$ cat src/rtl/pci_target_responder_pkg.sv
// Shared PCI definitions: bus widths, memory command codes and the target FSM states.
// Reused by both the target and master sides of the bus.
package pci_defs;

  localparam int BUS_W = 32;
  localparam int CMD_W = 4;

  localparam logic [CMD_W-1:0] CMD_MEM_READ  = 4'b0110;
  localparam logic [CMD_W-1:0] CMD_MEM_WRITE = 4'b0111;

  typedef enum logic [2:0] {
    IDLE,
    WR,
    RTA,
    RD,
    DISC,
    TURN
  } state_e;

endpackage

$ cat src/rtl/pci_target_responder_mem.sv
// Target storage: DEPTH x 32-bit words, byte-enabled synchronous write, asynchronous read.
// One shared index serves both ports because a data phase is either a read or a write.
module pci_target_mem
  import pci_defs::*;
#(
  parameter int DEPTH = 16,
  parameter int AW    = $clog2(DEPTH)
) (
  input  logic             clk,
  input  logic             we_i,
  input  logic [3:0]       be_i,
  input  logic [AW-1:0]    addr_i,
  input  logic [BUS_W-1:0] wdata_i,
  output logic [BUS_W-1:0] rdata_o
);

  logic [BUS_W-1:0] mem_q [DEPTH];

  // NOTE: the array has no reset; clearing it would cost a mux per bit and the
  // contents must survive a bus reset anyway.
  always_ff @(posedge clk) begin
    if (we_i) begin
      for (int b = 0; b < 4; b++) begin
        if (be_i[b]) mem_q[addr_i][8*b +: 8] <= wdata_i[8*b +: 8];
      end
    end
  end

  assign rdata_o = mem_q[addr_i];

endmodule

$ cat src/rtl/pci_target_responder.sv
// PCI memory target: decodes a DEPTH-word window at BASE_ADDR and serves linear
// read/write bursts, disconnecting with data at the last word of the window.
module pci_target_responder
  import pci_defs::*;
#(
  parameter logic [31:0] BASE_ADDR = 32'h0000_1000,
  parameter int          DEPTH     = 16
) (
  input  logic             clk,
  input  logic             rst_n,
  input  logic             frame_n,
  input  logic             irdy_n,
  input  logic [CMD_W-1:0] c_be_n,
  input  logic [BUS_W-1:0] ad_in,
  output logic [BUS_W-1:0] ad_out,
  output logic             ad_oe,
  output logic             devsel_n,
  output logic             trdy_n,
  output logic             stop_n
);

  localparam int AW = $clog2(DEPTH);

  logic [1:0]       rst_sync_q;
  logic             rst_int_n;
  state_e           state_q;
  logic [AW-1:0]    idx_q;
  logic             abort_q, devsel_q, trdy_q, stop_q, oe_q;
  logic             hit, xfer, last_word, data_state, mem_we;
  logic [BUS_W-1:0] rdata;
  logic             unused_ad;

  // Assert asynchronously, release two edges later so no flop sees a runt release.
  always_ff @(posedge clk or negedge rst_n) begin
    if (!rst_n) rst_sync_q <= '0;
    else        rst_sync_q <= {rst_sync_q[0], 1'b1};
  end
  assign rst_int_n = rst_sync_q[1];

  assign hit        = ad_in[31:AW+2] == BASE_ADDR[31:AW+2];
  assign xfer       = !irdy_n && !trdy_q;
  assign last_word  = idx_q == AW'(DEPTH - 1);
  assign data_state = (state_q == WR) || (state_q == RD);
  assign mem_we     = (state_q == WR) && xfer;
  assign unused_ad  = ^ad_in[1:0];

  // NOTE: every register here is assigned with <= so all of them update from the
  // same pre-edge values, regardless of statement order.
  always_ff @(posedge clk or negedge rst_int_n) begin
    if (!rst_int_n) begin
      state_q  <= IDLE;
      idx_q    <= '0;
      abort_q  <= 1'b0;
      devsel_q <= 1'b1;
      trdy_q   <= 1'b1;
      stop_q   <= 1'b1;
      oe_q     <= 1'b0;
    end else begin
      case (state_q)
        IDLE: begin
          if (abort_q) begin
            if (frame_n && irdy_n) abort_q <= 1'b0;
          end else if (!frame_n) begin
            idx_q <= ad_in[AW+1:2];
            if (hit && c_be_n == CMD_MEM_WRITE) begin
              state_q  <= WR;
              devsel_q <= 1'b0;
              trdy_q   <= 1'b0;
            end else if (hit && c_be_n == CMD_MEM_READ) begin
              state_q  <= RTA;
              devsel_q <= 1'b0;
              oe_q     <= 1'b1;
            end else begin
              abort_q <= 1'b1;
            end
          end
        end
        WR, RD: begin
          if (xfer) begin
            if (frame_n) begin
              state_q  <= TURN;
              devsel_q <= 1'b1;
              trdy_q   <= 1'b1;
              oe_q     <= 1'b0;
            end else if (last_word) begin
              state_q <= DISC;
              trdy_q  <= 1'b1;
              stop_q  <= 1'b0;
            end else begin
              idx_q <= idx_q + AW'(1);
            end
          end
        end
        RTA: begin
          state_q <= RD;
          trdy_q  <= 1'b0;
        end
        DISC: begin
          if (frame_n) begin
            state_q  <= TURN;
            devsel_q <= 1'b1;
            stop_q   <= 1'b1;
            oe_q     <= 1'b0;
          end
        end
        TURN:    state_q <= IDLE;
        default: state_q <= IDLE;
      endcase
    end
  end

  pci_target_mem #(.DEPTH(DEPTH), .AW(AW)) u_mem (
    .clk     (clk),
    .we_i    (mem_we),
    .be_i    (~c_be_n),
    .addr_i  (idx_q),
    .wdata_i (ad_in),
    .rdata_o (rdata)
  );

  // STOP# must already be low in the phase that addresses the last word, so it
  // combines the registered hold with the live FRAME# of that phase.
  assign stop_n   = stop_q & ~(data_state & last_word & ~frame_n);
  assign devsel_n = devsel_q;
  assign trdy_n   = trdy_q;
  assign ad_oe    = oe_q;
  assign ad_out   = oe_q ? rdata : '0;

endmodule

$ cat config.mk
export PLATFORM = sky130hd
export DESIGN_NAME = pci_target_responder
export DESIGN_NICKNAME = d
export VERILOG_FILES = /design/src/rtl/pci_target_responder_pkg.sv /design/src/rtl/pci_target_responder_mem.sv /design/src/rtl/pci_target_responder.sv
export SDC_FILE = /design/constraint.sdc
export NUM_CORES = 1
export LEC_CHECK = 0
export CAP_MARGIN = 30
export CORE_MARGIN = 4
export CORE_UTILIZATION = 61
export CTS_CLUSTER_DIAMETER = 30
export DETAILED_ROUTE_END_ITERATION = 12
export PLACE_DENSITY = 0.8
export SYNTH_ARGS = -nofsm -noshare
export SYNTH_HDL_FRONTEND = slang
export SYNTH_SLANG_ARGS = --single-unit
$ cat constraint.sdc
create_clock -name clk -period 2.05 [get_ports clk]
set_input_delay 0.3075 -clock clk [delete_from_list [all_inputs] [get_ports clk]]
set_output_delay 0.3075 -clock clk [all_outputs]
set_load 0.01 [all_outputs]
# == Word level (Yosys, flattened, before mapping) ==
# Memories as Yosys holds them, arrays and structs flattened.
# Index checks and enable logic that the tools add are counted.
# classes
n_addsub,1
n_eq_ne,20
muxes,59
n_bitwise,6
reduce_logical,20
# ops
operator,n
1-bit 2-to-1 mux,39
32-bit 2-to-1 mux,1
"26-bit by 7-bit == test with 1-bit output, second input constant",1
3-bit 2-to-1 mux,8
6-bit AND reduction,4
4-bit 2-to-1 mux,5
"2-bit inequality test, second input constant",10
3-bit one-hot mux with 4 select lines,1
5-bit AND reduction,2
1-bit one-hot mux with 3 select lines,3
"4-bit by 3-bit == test with 1-bit output, second input constant",2
4-bit one-hot mux with 2 select lines,1
"3-bit by 2-bit == test with 1-bit output, second input constant",2
"3-bit inequality test, second input constant",2
3-bit nonzero test,2
1-bit logical AND,5
"4-bit by 1-bit adder with 4-bit output, second input constant",1
"4-bit == test, second input constant",1
4-bit inverter,1
2-bit nonzero test,2
1-bit AND,3
"3-bit by 1-bit == test with 1-bit output, second input constant",1
"3-bit == test, second input constant",1
3-bit logical NOT,1
other kinds (5),7
# word_totals
register_bits,14
ram_bits,512
input_bits,40
output_inout_bits,36
elab_cells,115
mem_count,1
# mem_list
name,words,word_bits,rd,rd_ports_with_merged_regs,write_ports,line,source
u_mem.mem_q,16,32,1,0,1,pci_target_responder_mem.sv:17,logic [BUS_W-1:0] mem_q [DEPTH];

# == Longest topological paths before layout ==
# logic_depth
depth_word,7
depth_mapped,7
depth_no_buf,5

# == By module ==
# Synthesis repeated with hierarchy kept, for this count alone.
# unflattened
hier_cells,1013
hier_area_um2,20587.2
# modules_own_cells
module,instances,cells_each,area_each_um2,seq_area_each_um2
pci_target_mem,1,878,19491.2,15374.7
pci_target_responder,1,135,1096.1,354.1

# == Worst setup path before layout ==
# OpenSTA, ideal clock, no wires.
# synth_timing
path_type,register to register
startpoint,reg idx_q[1]
endpoint,mem u_mem.mem_q[13][0] (enable)
setup_ps,370
arrival_time_ps,1668
required_time_ps,1680
slack_ps,12
stages_incl_launch_ff,8
path_buffers,3
period_less_slack_ps,2038
path_cell_list,dfrtp_1 buf_2 buf_2 buf_2 inv_1 ha_1 nand3_1 nor2_1
# synth_lines
element,line,source
from (decl),pci_target_responder.sv:27,logic [AW-1:0] idx_q;
from (signal assigned),pci_target_responder.sv:64,idx_q <= ad_in[AW+1:2];
from (signal assigned),pci_target_responder.sv:90,idx_q <= idx_q + AW'(1);
to (decl),pci_target_responder_mem.sv:17,
# Straight into the memory's write port.

# == Worst setup path after layout ==
# layout_timing
startpoint,reg idx_q[0]
endpoint,out ad_out[27]
# layout_via
elab_chain_cells,2
# layout_lines
element,line,source
memory 16 x 32 bit,n/a,
32-bit 2-to-1 mux,pci_target_responder.sv:127,assign ad_out = oe_q ? rdata : '0;
to (decl),pci_target_responder.sv:15,"output logic [BUS_W-1:0] ad_out,"
# No other way between the ends.

==> results.md <==
* Status: finished, violations left
* Failing checks: negative setup slack
* Post-synth cell types at between 40 and 50
* Avg Inst Size Synth at 18.9 um2
* Via count at 13.7k
* Nets at roughly 1.5k
* Leak at 9.74 nW
* Reg2Reg Capture Point: u_mem.mem_q[13][30]
* Top delay family on crit path: buffers and inverters
* Horiz. Die Dim at 192 um
* Min-delay worst type: reg -> async
* Ys Warns at 0
* CTS clk-pin slew, worst paths at 0.06 ns
* DRC violations left at 0
* First-pass GRT wire length at 87200 um
* Count of final hold-check violations at 0
* Critical path startpoint category: flip-flop
* Post-synth EDFFs at 512
* Max Clock Freq at 0.342 GHz
* Num ports at 76
* Data arrival, critical path at about 2.6 ns
* Top FF cell, synth: edfxtp_1
* TritonCTS clock tree: yes
* Finished Core Util at 85.2%
* Wire per inst at ~34 um
* Top-area cell type share of the netlist area at 74.2%
* Seq cells post-synth at 526
* Worst VDD drop at 0.842 mV
* CTS Buf Count at 84
* CP endpoint kind: output pin
* Clock root buffer: clkbuf_16
* Post-route setup slack at -0.873 ns
* Critical-path top delay cell: dfrtp_4
* Final Cell Area at approximately 29000 um2
* Final Critical Period at 2.92 ns
* Worst R2R Setup Slack at -0.44 ns
* Final setup fails at 554
* Largest net degree at the start of global routing at 45
* Core Area at 33500 um2
* Top cell type by total area after synthesis: edfxtp_1
* Total grt overflow at 0
* CP Cell Sequence: buf_12, buf_16, buf_6, mux4_2, a22oi_2, o31ai_2, buf_2
* RSZ-0062 raised after global routing: true
* Crit-path max FO at 4
* Slew of the pin with the lowest slew margin at 0.685 ns
* Clock tree buffer depth at 3
* Clk_skew at 0.0371 ns
* Count leader, synth: edfxtp_1
* Power Dens Cells at 1380 nW/um2
* Number of global-route vias before repair at 13.3k
* Largest cells by area after synthesis: edfxtp_1 (74%), mux2_2 (7.0%), mux4_2 (7.0%)
* Clk_lat worst skew at 0.62 ns
* Initial antenna violation count at 0
* 1st-iter DRT viols at 2052
* Max H-tree Level at 3
* Reg2reg start: idx_q[1]
* Gate Count Post-Synth at 1094
* Max-slew headroom at 54.2%
* Core Rows at 67
* Placed Area at 23400 um2
* Most frequent cells after synthesis: edfxtp_1 (512), mux2_2 (128), nor2_1 (74)
* Total wire length at roughly 67000 um
* Seq/Total Area, Yosys at 75.9%
* Full die area at 37000 um2
* CTS sink cnt at roughly 530
* Final weighted congestion in routability-driven placement at 0.852
* Die height at a little under 200 um
* CP required at 1.74 ns
* Starting Density at roughly three fifths
* Drt pass-1 iters at 6
* Crit path buffers/inverters at 4
* Tcrit/Tclk final at 143%
* R2R cell count at 8
* Max Slew Vio Count at 0
* Routed Antenna Nets at 0
* Final HPWL DP at 30000 um
* Mapped Area at 20700 um2
* Port-buffer cells at 75
* Synth async-reset ratio at 2.66%
* Share of cells above drive strength 1 at about 52%
* Syn-to-layout area delta at 37.9%
* Critical path's largest stage delay at roughly 0.55 ns
* Max-cap violations at 0
* CP Class: reg -> out
* Syn_nets at approximately 1.1k
* N_diodes at 0
* Gr usage total at 32.4%
* Via-per-instance ratio at 6.99
## through the flow
| stage | power (W) | setup TNS [ns] | setup slack, ns | hold slack, ns | cells |
|---|---|---|---|---|---|
| floorplan | 0.0169 | 0 | 0.0117 | 0.0119 | 1094 |
| global placement | 0.0195 | -60.13 | -0.509 | 0.227 | 1738 |
| detailed placement | 0.0197 | -77.17 | -0.515 | 0.222 | 1738 |
| CTS | 0.0370 | -46.46 | -0.811 | 0.213 | 1936 |
| global route | 0.0401 | -94.00 | -0.872 | 0.225 | 1955 |
| finish | 0.0393 | -89.59 | -0.873 | 0.199 | 1955 |
## cell families (layout without fill, tap and decap cells)
group,after synthesis,after routing,synth area share [%]
AND/OR/NAND/NOR,137,137,2.93
flip-flops,526,526,75.9
other,1,1,0.0181
multiplexers,192,192,13.9
AO/OA/AOI/OAI,158,158,5.36
buffers and inverters,76,489,1.61
adder cells (fa/ha/maj),4,4,0.242
## registers in the layout (all words and copies together) (netlist names)
register and cells:
abort_q 1, ad_oe 1, devsel_n 1, idx_q 4
rst_sync_q 2, state_q 3, stop_q 1, trdy_n 1
u_mem.mem_q 512
## worst max path at each step
stage,from,endpoint,slack (ns),cells after the start
final,idx_q[0],ad_out[27],-0.87,7
after global routing,idx_q[0],ad_out[27],-0.87,7
after CTS,idx_q[0],ad_out[21],-0.81,8
after detailed placement,idx_q[0],ad_out[22],-0.51,6
after global placement,idx_q[0],ad_out[22],-0.51,6
after floorplan,idx_q[1],u_mem.mem_q[13][0],0.01,7
## layer usage
layer | share of wire, % | up-vias | GRT usage (%)
met5 | 0 | - | 0
met4 | 6.7 | 0 | 13.5
met3 | 11 | 300 | 6.84
met2 | 50 | 1309 | 54.1
met1 | 33 | 6847 | 42.0
li1 | - | 5208 | -
## layout by cell type (no fill, tap or decap), drive strengths merged, types with 4 or more instances in the layout
cell,count
o31ai,32
nand2,23
o22ai,67
and3,4
nor4,6
mux4,64
a22oi,32
o21ai,6
nand3,7
mux2,128
nor3,6
clkinvlp,6
edfxtp,512
nand2b,6
clkbuf,98
bufinv,17
ha,4
clkdlybuf4s50,42
a21oi,4
buf,284
clkinv,23
inv,17
nor2,74
dfrtp,11
## where the power goes
group / leakage [nW] / switching [W] / internal [W]
sequential: 4.76 / 0.000227 / 0.0120
combinational: 3.54 / 0.00594 / 0.00585
clock: 1.44 / 0.00540 / 0.00984
total: 9.74 / 0.0116 / 0.0277
## layout make-up
| type | count | area (um2) |
|---|---|---|
| clock buffers | 95 | 2170 |
| clock inverters | 56 | 810 |
| fillers | 1225 | 4970 |
| inverters | 7 | 31.3 |
| multi-input cells | 492 | 5760 |
| flip-flops and latches | 526 | 15700 |
| well taps | 448 | 561 |
| repair buffers | 331 | 3490 |
## repair_timing
action                                  in CTS  in global routing
pin swaps                                   44                 49
cloned                                       7                  2
hold buffers                                 1                  0
hold endpoints to repair                     2                  0
setup buffers                               47                 28
endpoints found under the setup margin     204                554
resized for setup                          322                183
(Power assumes the default switching activity.)
